--- config.mk ---
export PLATFORM = sky130hd
export DESIGN_NAME = hazard_unit
export DESIGN_NICKNAME = d
export VERILOG_FILES = /design/src/rtl/hazard_unit_pkg.sv /design/src/rtl/hazard_fwd_sel.sv /design/src/rtl/hazard_unit.sv
export SDC_FILE = /design/constraint.sdc
export NUM_CORES = 1
export LEC_CHECK = 0
export BUFFER_PORTS_ARGS = -buffer_cell sky130_fd_sc_hd__buf_4
export CAP_MARGIN = 0
export CORE_ASPECT_RATIO = 0.75
export CORE_MARGIN = 2
export CORE_UTILIZATION = 25
export DETAILED_ROUTE_END_ITERATION = 8
export GPL_ROUTABILITY_DRIVEN = 0
export GPL_TIMING_DRIVEN = 0
export HOLD_SLACK_MARGIN = 0.03
export SKIP_LAST_GASP = 1
export SYNTH_ARGS = -nofsm -noshare
export SYNTH_HDL_FRONTEND = slang
export SYNTH_SLANG_ARGS = --single-unit
--- constraint.sdc ---
create_clock -name clk -period 3.1 [get_ports clk]
set_input_delay 0.62 -clock clk [delete_from_list [all_inputs] [get_ports clk]]
set_output_delay 0.62 -clock clk [all_outputs]
set_load 0.05 [all_outputs]
--- src/rtl/hazard_unit_pkg.sv ---
// Shared constants for the pipeline hazard unit: forward-select encodings,
// the "operand not used" Tuse value and default field widths.
package hazard_unit_pkg;

    localparam int REG_AW = 5;
    localparam int T_W    = 2;

    localparam logic [1:0] FWD_NONE = 2'b00;
    localparam logic [1:0] FWD_W    = 2'b01;
    localparam logic [1:0] FWD_M    = 2'b10;
    localparam logic [1:0] FWD_E    = 2'b11;

    localparam logic [1:0] TUSE_UNUSED = 2'b11;

endpackage

--- src/rtl/hazard_fwd_sel.sv ---
// Priority matcher for one operand read: the youngest producer whose
// destination matches the register wins (E, then M, then W). A match on a
// producer that has not produced its value yet returns FWD_NONE rather than
// falling through to an older, stale producer; the stall logic holds the
// consumer in that case.
module hazard_fwd_sel
    import hazard_unit_pkg::*;
#(
    parameter int REG_AW = 5
) (
    input  logic [REG_AW-1:0] reg_idx,
    input  logic [REG_AW-1:0] e_a3,
    input  logic [REG_AW-1:0] m_a3,
    input  logic [REG_AW-1:0] w_a3,
    input  logic              e_rdy,
    input  logic              m_rdy,
    output logic [1:0]        sel
);

    // Youngest-first destination match, register 0 never forwards
    always_comb begin
        sel = FWD_NONE;
        if (reg_idx != '0) begin
            if (e_a3 == reg_idx)
                sel = e_rdy ? FWD_E : FWD_NONE;
            else if (m_a3 == reg_idx)
                sel = m_rdy ? FWD_M : FWD_NONE;
            else if (w_a3 == reg_idx)
                sel = FWD_W;
        end
    end

endmodule

--- src/rtl/hazard_unit.sv ---
// Hazard unit for the 5-stage MIPS pipeline. Consumes the decoder's
// Tuse/Tnew information for the instruction in D, keeps a shadow copy of
// destination register and remaining Tnew for the E/M/W stages, and drives
// stall plus per-operand forward selects.
// Optional: define HAZARD_PERF_EN to add the 32-bit stall_cnt counter port.
module hazard_unit #(
    parameter int REG_AW = 5,
    parameter int T_W    = 2
) (
    input  logic              clk,
    input  logic              reset,
    input  logic [REG_AW-1:0] D_rs,
    input  logic [REG_AW-1:0] D_rt,
    input  logic [REG_AW-1:0] D_A3,
    input  logic [T_W-1:0]    D_Tuse_rs,
    input  logic [T_W-1:0]    D_Tuse_rt,
    input  logic [T_W-1:0]    D_Tnew,
    output logic              stall,
    output logic [1:0]        fwd_D_rs,
    output logic [1:0]        fwd_D_rt,
    output logic [1:0]        fwd_E_rs,
    output logic [1:0]        fwd_E_rt,
    output logic              fwd_M_rt
`ifdef HAZARD_PERF_EN
    ,
    output logic [31:0]       stall_cnt
`endif
);

    import hazard_unit_pkg::*;

    // Decrement that floors at zero: a produced value stays produced
    function automatic logic [T_W-1:0] sat_dec(input logic [T_W-1:0] t);
        return (t == '0) ? '0 : T_W'(t - 1'b1);
    endfunction

    logic [REG_AW-1:0] e_a3_p0, e_rs_p0, e_rt_p0;
    logic [T_W-1:0]    e_tnew_p0;
    logic [REG_AW-1:0] m_a3_p1, m_rt_p1;
    logic [T_W-1:0]    m_tnew_p1;
    logic [REG_AW-1:0] w_a3_p2;

    logic       stall_rs, stall_rt, stall_raw;
    logic [1:0] sel_d_rs, sel_d_rt, sel_e_rs, sel_e_rt, sel_m_rt;

    // Stall when an operand is needed before its producer in E or M delivers it
    always_comb begin
        stall_rs  = (D_rs != '0) &&
                    (((e_a3_p0 == D_rs) && (D_Tuse_rs < e_tnew_p0)) ||
                     ((m_a3_p1 == D_rs) && (D_Tuse_rs < m_tnew_p1)));
        stall_rt  = (D_rt != '0) &&
                    (((e_a3_p0 == D_rt) && (D_Tuse_rt < e_tnew_p0)) ||
                     ((m_a3_p1 == D_rt) && (D_Tuse_rt < m_tnew_p1)));
        stall_raw = stall_rs | stall_rt;
    end

    hazard_fwd_sel #(.REG_AW(REG_AW)) u_fwd_d_rs (
        .reg_idx(D_rs), .e_a3(e_a3_p0), .m_a3(m_a3_p1), .w_a3(w_a3_p2),
        .e_rdy(e_tnew_p0 == '0), .m_rdy(m_tnew_p1 == '0), .sel(sel_d_rs)
    );

    hazard_fwd_sel #(.REG_AW(REG_AW)) u_fwd_d_rt (
        .reg_idx(D_rt), .e_a3(e_a3_p0), .m_a3(m_a3_p1), .w_a3(w_a3_p2),
        .e_rdy(e_tnew_p0 == '0), .m_rdy(m_tnew_p1 == '0), .sel(sel_d_rt)
    );

    // E-stage reads see only older producers, so the E slot is masked off
    hazard_fwd_sel #(.REG_AW(REG_AW)) u_fwd_e_rs (
        .reg_idx(e_rs_p0), .e_a3('0), .m_a3(m_a3_p1), .w_a3(w_a3_p2),
        .e_rdy(1'b0), .m_rdy(m_tnew_p1 == '0), .sel(sel_e_rs)
    );

    hazard_fwd_sel #(.REG_AW(REG_AW)) u_fwd_e_rt (
        .reg_idx(e_rt_p0), .e_a3('0), .m_a3(m_a3_p1), .w_a3(w_a3_p2),
        .e_rdy(1'b0), .m_rdy(m_tnew_p1 == '0), .sel(sel_e_rt)
    );

    // Store data in M can only be bypassed from W
    hazard_fwd_sel #(.REG_AW(REG_AW)) u_fwd_m_rt (
        .reg_idx(m_rt_p1), .e_a3('0), .m_a3('0), .w_a3(w_a3_p2),
        .e_rdy(1'b0), .m_rdy(1'b0), .sel(sel_m_rt)
    );

    // Force every control output quiet while reset is held
    always_comb begin
        stall    = reset & stall_raw;
        fwd_D_rs = reset ? sel_d_rs : FWD_NONE;
        fwd_D_rt = reset ? sel_d_rt : FWD_NONE;
        fwd_E_rs = reset ? sel_e_rs : FWD_NONE;
        fwd_E_rt = reset ? sel_e_rt : FWD_NONE;
        fwd_M_rt = reset & (sel_m_rt == FWD_W);
    end

    // Shadow pipeline advance: D -> E (bubble on stall), E -> M, M -> W
    always_ff @(posedge clk or negedge reset) begin
        if (!reset) begin
            e_a3_p0   <= '0;
            e_tnew_p0 <= '0;
            e_rs_p0   <= '0;
            e_rt_p0   <= '0;
            m_a3_p1   <= '0;
            m_tnew_p1 <= '0;
            m_rt_p1   <= '0;
            w_a3_p2   <= '0;
        end else begin
            // D -> E
            if (stall_raw) begin
                e_a3_p0   <= '0;
                e_tnew_p0 <= '0;
                e_rs_p0   <= '0;
                e_rt_p0   <= '0;
            end else begin
                e_a3_p0   <= D_A3;
                e_tnew_p0 <= sat_dec(D_Tnew);
                e_rs_p0   <= D_rs;
                e_rt_p0   <= D_rt;
            end
            // E -> M
            m_a3_p1   <= e_a3_p0;
            m_tnew_p1 <= sat_dec(e_tnew_p0);
            m_rt_p1   <= e_rt_p0;
            // M -> W
            w_a3_p2   <= m_a3_p1;
        end
    end

`ifdef HAZARD_PERF_EN
    // Count stalled cycles; natural 32-bit wrap
    always_ff @(posedge clk or negedge reset) begin
        if (!reset)
            stall_cnt <= '0;
        else if (stall_raw)
            stall_cnt <= stall_cnt + 32'd1;
    end
`endif

endmodule

# Word level (Yosys, flattened, before mapping)
# Cells that the tools add are included.
[word_totals] register_bits=34 latchBits=0 ram_bits=0 mem_bits_ro=0 in_bits=23 out_inout_bits=10 elab_cells=79 mem_count=0
[op_classes] n_addsub=2 multipliers=0 div_mod_pow=0 n_lt_le_gt_ge=4 n_eq_ne=12 shift=0 mux=31 n_bitwise=3 n_reduce_logical=19
[ops] op="== test 5 bit" n=11
[ops] op="two-way mux 2 bit" n=23
[ops] op="nonzero test 5 bit" n=5
[ops] op="zero test 5 bit" n=3
[ops] op="two-way mux 5 bit" n=3
[ops] op="< comparator 2 bit" n=4
[ops] op="logical AND 1 bit" n=6
[ops] op="zero test 2 bit" n=3
[ops] op="two-way mux 1 bit" n=5
[ops] op="subtractor 2 x 1 -> 2 bit, second input constant" n=2
[ops] op="bitwise AND 1 bit" n=2
[ops] op="== test 2 x 1 -> 1 bit, second input constant" n=1
[ops] op="logical OR 1 bit" n=2
[ops] op="bitwise OR 1 bit" n=1

# Logic depth before layout (Yosys ltp)
# Gate-level depths: netlist of the first run.
[logic_depth] depth_word=6 mapped_depth=7 mapped_depth_nobuf=6

# By module
# Synthesis of the first run repeated with hierarchy kept, for this count alone.
[unflattened] hier_cells=261 area_unflattened_um2=2494.9
[modules_own_cells] module="hazard_unit" n_inst=1 cells_each=121 area_per_inst_um2=1456.4 seq_area_each_um2=850.8
[modules_own_cells] module="hazard_fwd_sel" n_inst=5 cells_each=28 area_per_inst_um2=207.7 seq_area_each_um2=0.0

# Worst setup path after synthesis of the first run
# No wires, ideal clock.
[synth_path] kind="reg2out" startpoint="register m_a3_p1[2]" endpoint="output port fwd_E_rt[0]" t_arrival_ns=2.264 required_time_ns=2.480 path_slack_ns=0.216 path_stages_with_launch=6 path_buffers=1 path_cell_list="dfrtp_1 buf_6 xnor2_1 nand3_1 nor3_1 nor4_1"
[synth_between] elab_chain_len=5
[synth_rtl] element="from (decl)" line="hazard_unit.sv:39" rtl="logic [REG_AW-1:0] m_a3_p1, m_rt_p1;"
[synth_rtl] element="from (signal assigned)" line="hazard_unit.sv:119" rtl="m_a3_p1 <= e_a3_p0;"
[synth_rtl] element="== test 5 bit" line="hazard_fwd_sel.sv:26" rtl="else if (m_a3 == reg_idx)"
[synth_rtl] element="two-way mux 2 bit" line="hazard_fwd_sel.sv:26"
[synth_rtl] element="two-way mux 2 bit" line="hazard_fwd_sel.sv:24" rtl="if (e_a3 == reg_idx)"
[synth_rtl] element="two-way mux 2 bit" line="hazard_fwd_sel.sv:23" rtl="if (reg_idx != '0) begin"
[synth_rtl] element="two-way mux 2 bit" line="hazard_unit.sv:90" rtl="fwd_E_rt = reset ? sel_e_rt : FWD_NONE;"
[synth_rtl] element="to (decl)" line="hazard_unit.sv:22" rtl="output logic [1:0] fwd_E_rt,"
# Every way passes these cells.

# Final worst setup path of the first run
[layout_path] startpoint="register e_tnew_p0[1]" endpoint="output port stall"
[layout_between] elab_chain_len=6 word_cells_on_any_way=10 classes_between="2 x order compare; 2 x bitwise; 6 x reduce/logical"
[layout_rtl] element="from (decl)" line="hazard_unit.sv:38" rtl="logic [T_W-1:0] e_tnew_p0;"
[layout_rtl] element="from (signal assigned)" line="hazard_unit.sv:114" rtl="e_tnew_p0 <= sat_dec(D_Tnew);"
[layout_rtl] element="< comparator 2 bit (on tied branches)" line="hazard_unit.sv:49, hazard_unit.sv:52"
[layout_rtl] element="logical AND 1 bit (on tied branches)" line="hazard_unit.sv:49, hazard_unit.sv:52"
[layout_rtl] element="logical OR 1 bit (on tied branches)" line="hazard_unit.sv:49, hazard_unit.sv:52"
[layout_rtl] element="logical AND 1 bit (on tied branches)" line="hazard_unit.sv:48, hazard_unit.sv:51"
[layout_rtl] element="bitwise OR 1 bit *" line="hazard_unit.sv:54" rtl="stall_raw = stall_rs | stall_rt;"
[layout_rtl] element="bitwise AND 1 bit *" line="hazard_unit.sv:86" rtl="stall = reset & stall_raw;"
[layout_rtl] element="to (decl)" line="hazard_unit.sv:18" rtl="output logic stall,"
# Every way passes the cells marked *; elsewhere a longest branch is shown, timed or not.

==> results of run 1 <==
-- worst max-delay path: stages (launching register included) --
cell     delay [ns]
dfrtp_1        0.37
inv_1          0.13
ha_1           0.25
o21ai_0        0.08
nor4b_2        0.33
o21a_4         0.28
o21a_1         0.14
buf_4          0.19
-- path summary, 6_finish.rpt --
| check | end | slack, ns | cells past startpoint |
|---|---|---|---|
| max reg2reg | e_rt_p0[1] | 1.33 | 7 |
| min reg2reg | w_a3_p2[4] | 0.39 | 0 |
| max in group asynchronous | e_tnew_p0[0] | 2.44 | 1 |
| min in group clk | w_a3_p2[4] | 0.39 | 0 |
| min | m_rt_p1[2] | 0.29 | 1 |
| max | stall | 0.43 | 7 |
-- cells in the mapped netlist, types with 5 or more instances --
| cell type | count | share of area |
|---|---|---|
| dfrtp_1 | 34 | 0.40 |
| nand3_1 | 6 | 0.014 |
| nor3b_1 | 6 | 0.021 |
| xor2_1 | 13 | 0.054 |
| nand2_1 | 14 | 0.025 |
| nor2_1 | 12 | 0.021 |
| a21oi_1 | 5 | 0.012 |
| nor3b_2 | 11 | 0.065 |
| nor4b_2 | 5 | 0.036 |
| nor3_1 | 7 | 0.017 |
| xnor2_1 | 41 | 0.17 |
| buf_2 | 5 | 0.012 |
-- where the power goes --
part	switching, W	internal [W]	leakage [nW]
registers	0.0000344	0.000477	0.405
clock network	0.000157	0.000179	0.0482
logic	0.000133	0.000125	0.590
total	0.000324	0.000781	1.04
-- layer usage --
metal,wire length (um),up-vias
li1,-,738
met1,2560,730
met2,2220,37
met3,368,6
met4,38,0
met5,0,-
-- flip-flops by register name, indices dropped and copies added, names as in the netlist --
| name | cells |
|---|---|
| e_rs_p0 | 5 |
| e_rt_p0 | 5 |
| m_rt_p1 | 5 |
| w_a3_p2 | 5 |
| e_a3_p0 | 5 |
| m_a3_p1 | 5 |
| e_tnew_p0 | 2 |
| m_tnew_p1 | 2 |
-- kinds of logic (layout without fill, tap and decap cells) --
family / after synthesis / after routing
AOI/OAI and AO/OA: 12 / 12
DFF: 34 / 34
adders and majority gates: 4 / 4
xor gates and xnor gates: 54 / 54
and+or+nand+nor: 79 / 79
buffers and inverters: 13 / 53
-- through the flow --
| stage | setup WS, ns | area (sq um) |
|---|---|---|
| finish | 0.428 | 2570 |
| global route | 0.261 | 2570 |
| CTS | 0.408 | 2570 |
| detailed placement | 0.451 | 2480 |
| global placement | 0.461 | 2480 |
| floorplan | 0.216 | 2110 |
-- area by class of cell --
| cell class | count | area (sq um) |
|---|---|---|
| multi-input cells | 149 | 1150 |
| clock inverters | 1 | 5.00 |
| plain buffers | 9 | 87.6 |
| well taps | 105 | 131 |
| flip-flops and latches | 34 | 851 |
| inverters | 4 | 15.0 |
| clock buffers | 7 | 86.3 |
| fillers | 831 | 5450 |
| repair buffers | 32 | 240 |
==> results.cfg, run 1 <==
[clocking]
cts_max_path_buffers = 2
post-cts-setup-buffers = 0
clockRootBuffer = clkbuf_8
insertion_delay_ns = 0.28
numCtsBuffers = 5
htreeDepth = 2
cts_tree = built
clk_pin_slew_ns = 0.07
holdBufCountCts = 0
postCtsResizedCells = 0
clock-sinks = 34

[yosys]
synth_mux_area_frac = 0
synth_ff_type = dfrtp_1
syn_inst = 196
synth_edf_count = 0
synthSimpleGateAreaFrac = 0.261
synth-adder-area-share = 0.0237
synth_top_family_by_area = simple AND/OR/NAND/NOR gates
ys_warn_count = 0
async_reset_ff_frac = 1.00
synth-seq-cells = 34
netlist-cell-type-count = 28
synth-compound-area-share = 0.0392
syn_area_per_cell_sq_um = 10.8
synth_xor_area_frac = 0.224
synth.net_count = 223
seq_area_frac_synth = 0.404
synth_area_sq_mm = 0.00211

[global_route]
grt_pass1_vias = 1580
antenna_found_initial = 0
gr-total-overflow = 0
met2_usage = 0.175
grt-busiest-layer = met2
grt_max_degree = 42
grt_usage = 0.120
met3_usage = 0.0429
grtUsageMet1 = 0.170
grt_pass1_wl_um = 8340

[die]
die_area_sq_mm = 0.00919
core_sq_mm = 0.00802
die-height_um = 83.5
start_util = 0.263
num_rows = 28
ioPinCount = 33
die_x_um = 110

[placed_design]
hpwl_um = 3940
io_buffers = 32
dp_cells = 333

[job]
max_cap_viol_count = 0

[timing]
setup_violations = 0
final_hold_viol_count = 0
min_period_ns = 2.67
relSlewSlack = 0.667
worst_slew_pin_slew_ns = 0.500
whs_ns = 0.295
timing.final.crit_share = 0.862
maxSlewViolCount = 0
tns_ns = 0
rsz0062_at_grt = false
fmax_mhz = 374
finClkSkew_ns = 0.00464

[power]
powerDensity_mw_per_mm2 = 430
p_leak_nw = 1.04
power_w = 0.00110
irDropWorstVdd_uv = 185

[final_layout]
drive_gt1_frac = 0.292
fin_nets = 262
fin_util = 0.320
antenna_cells = 0
mostFrequentLayoutCell = xnor2_1
syn_to_final_growth_pct = 22.0
fin_cells = 341
layout_common_cells = xnor2_1, dfrtp_1, buf_4

[detailed_routing]
dr.pass1.iters = 4
routed_wl_um = 5180
vias = 1511
drt_first_iter_violations = 34
post-route-drc-count = 0
wire_per_inst_um = 15.2
avgViaCountPerCell = 4.43
ant_nets = 0

[worst_setup_path]
endpoint_kind = output pin
path_class = reg2out
regToRegStartpoint = e_tnew_p0[1]
cp.required_ns = 2.48
worst_ep_arrival_time_ns = 2.05
crit_path_start_kind = flip-flop
path_max_fanout = 6
cp-startpoint = e_tnew_p0[1]

[worst_hold_path]
worstHoldPathType = in2async

[outcome]
status = completed
Note: power is estimated with default switching activity, not from simulation.
==> run 2, diff against run 1 <==
--- a/config.mk
+++ b/config.mk
@@ -14,6 +14,8 @@
 export GPL_ROUTABILITY_DRIVEN = 0
 export GPL_TIMING_DRIVEN = 0
 export HOLD_SLACK_MARGIN = 0.03
+export MAX_ROUTING_LAYER = met4
+export REMOVE_ABC_BUFFERS = 1
 export SKIP_LAST_GASP = 1
 export SYNTH_ARGS = -nofsm -noshare
 export SYNTH_HDL_FRONTEND = slang
==> run 2 against run 1 <==
Against the previous run:
- utilization decreased by 0.81 points
- via count decreased by 2.9%
- clock power grew 23%
- die area did not move
- count of clock-buffer cells in the layout decreased by 2
- combinational power shrank 13%
- largest power group unchanged
- fmax decreased by 4.8%
- first-iteration DRC count up 65%
- clock skew up 0.00053 ns
- critical path depth stayed put
- register-to-register slack better by 0.02 ns
- flip-flop and latch count unchanged
==> results.cfg, run 2 (same netlist as run 1, synthesis figures left out) <==
[outcome]
status = completed

[clocking]
postCtsResizedCells = 0
holdBufCountCts = 0
post-cts-setup-buffers = 0
clockRootBuffer = clkbuf_8
cts_tree = built
numCtsBuffers = 5
clock-sinks = 34
htreeDepth = 2
insertion_delay_ns = 0.28
cts_max_path_buffers = 2
clk_pin_slew_ns = 0.08

[detailed_routing]
ant_nets = 0
drt_first_iter_violations = 56
wire_per_inst_um = 15.1
vias = 1467
post-route-drc-count = 0
avgViaCountPerCell = 4.42
routed_wl_um = 5000
dr.pass1.iters = 4

[global_route]
grt_max_degree = 42
antenna_found_initial = 0
grt_pass1_wl_um = 8000
gr-total-overflow = 0
grt_usage = 0.118
grt_pass1_vias = 1542

[worst_hold_path]
worstHoldPathType = in2async

[final_layout]
layout_common_cells = xnor2_1, dfrtp_1, buf_4
syn_to_final_growth_pct = 18.9
antenna_cells = 0
mostFrequentLayoutCell = xnor2_1
drive_gt1_frac = 0.269
fin_nets = 253

[timing]
worst_slew_pin_slew_ns = 0.501
fmax_mhz = 356
rsz0062_at_grt = false
final_hold_viol_count = 0
maxSlewViolCount = 0
finClkSkew_ns = 0.00517
timing.final.crit_share = 0.905
setup_violations = 0
worst_slack_ns = 0.294
relSlewSlack = 0.666
min_period_ns = 2.81
tns_ns = 0
whs_ns = 0.294

[worst_setup_path]
path_max_fanout = 15
crit_slowest_cell = dfrtp_1
path_class = reg2out
worst_ep_arrival_time_ns = 2.19
cp.required_ns = 2.48
path_cells = inv_1 -> ha_1 -> o21ai_0 -> nor4b_2 -> o21a_4 -> o21a_1 -> buf_4
max_stage_delay_ns = 0.38
crit_path_start_kind = flip-flop
endpoint_kind = output pin

[placed_design]
hpwl_um = 3760
io_buffers = 32
place_ws_ns = 0.334

[power]
power_w = 0.00117
powerDensity_mw_per_mm2 = 466
p_leak_nw = 0.997
power.internal_w = 0.000830
irDropWorstVdd_uv = 147
power_frac_clock = 0.354
p_comb_frac = 0.192
switching_share = 0.290
p_seq_frac = 0.454
p_switching_w = 0.000338

[die]
num_rows = 28
die_x_um = 110
ioPinCount = 33
die-height_um = 83.5
start_util = 0.263
die_area_sq_mm = 0.00919
core_sq_mm = 0.00802

[job]
max_cap_viol_count = 0
## run 2: cell types whose count changed in the layout (fill, tap and decap cells not counted), sizes merged
cell and change:
buf -9, clkbuf -2, clkinvlp +2, bufinv +1, clkinv -1
## run 2: cell type report
class | count | area, sq um
Clock inverter | 3 | 45.0
Sequential cell | 34 | 851
Inverter | 4 | 15.0
Multi-Input combinational cell | 149 | 1150
Clock buffer | 5 | 68.8
Fill cell | 833 | 5520
Timing Repair Buffer | 32 | 240
Tap cell | 105 | 131
## run 2: worst max-delay path, delay by kind of cell (launching register included)
family,cells,cell delay [ns]
adder cells (fa/ha/maj),1,0.24
AO/OA/AOI/OAI,3,0.63
flip-flops,1,0.38
buffers and inverters,2,0.31
AND/OR/NAND/NOR,1,0.33
## run 2: power by group through the flow
stage                     combinational [W]  sequential (W)  clock, W
after floorplan                    0.000154        0.000522         0
after global placement             0.000221        0.000538         0
after detailed placement           0.000226        0.000540         0
after CTS                          0.000228        0.000531  0.000423
after global routing               0.000250        0.000535  0.000441
final                              0.000224        0.000531  0.000413
## run 2: per-layer routing
| layer | global-route usage | up-vias | routed length (um) |
|---|---|---|---|
| met5 | - | - | 0 |
| met3 | 0.0281 | 0 | 182 |
| li1 | - | 721 | - |
| met2 | 0.173 | 25 | 2270 |
| met1 | 0.169 | 721 | 2550 |
| met4 | 0.0138 | 0 | 0 |
## run 2: worst paths after layout
path,startpoint,endpoint,slack (ns),cells past startpoint
worst max-delay path,e_tnew_p0[1],stall,0.29,7
worst min-delay path,reset,m_rt_p1[2],0.29,1
worst max register to register,e_tnew_p0[1],e_rt_p0[4],1.35,6
worst min register to register,e_tnew_p0[0],m_tnew_p1[0],0.46,1
max in group asynchronous,reset,m_a3_p1[0],2.45,1
min in group clk,e_tnew_p0[0],m_tnew_p1[0],0.46,1
## run 2: through the flow
step / instance area [sq um] / util / std cells
3_5_place_dp: 2390 / 0.298 / 324
4_1_cts: 2510 / 0.312 / 332
2_1_floorplan: 2020 / - / 187
6_report: 2510 / 0.312 / 332
5_1_grt: 2510 / 0.312 / 332
3_3_place_gp: 2390 / 0.298 / 324
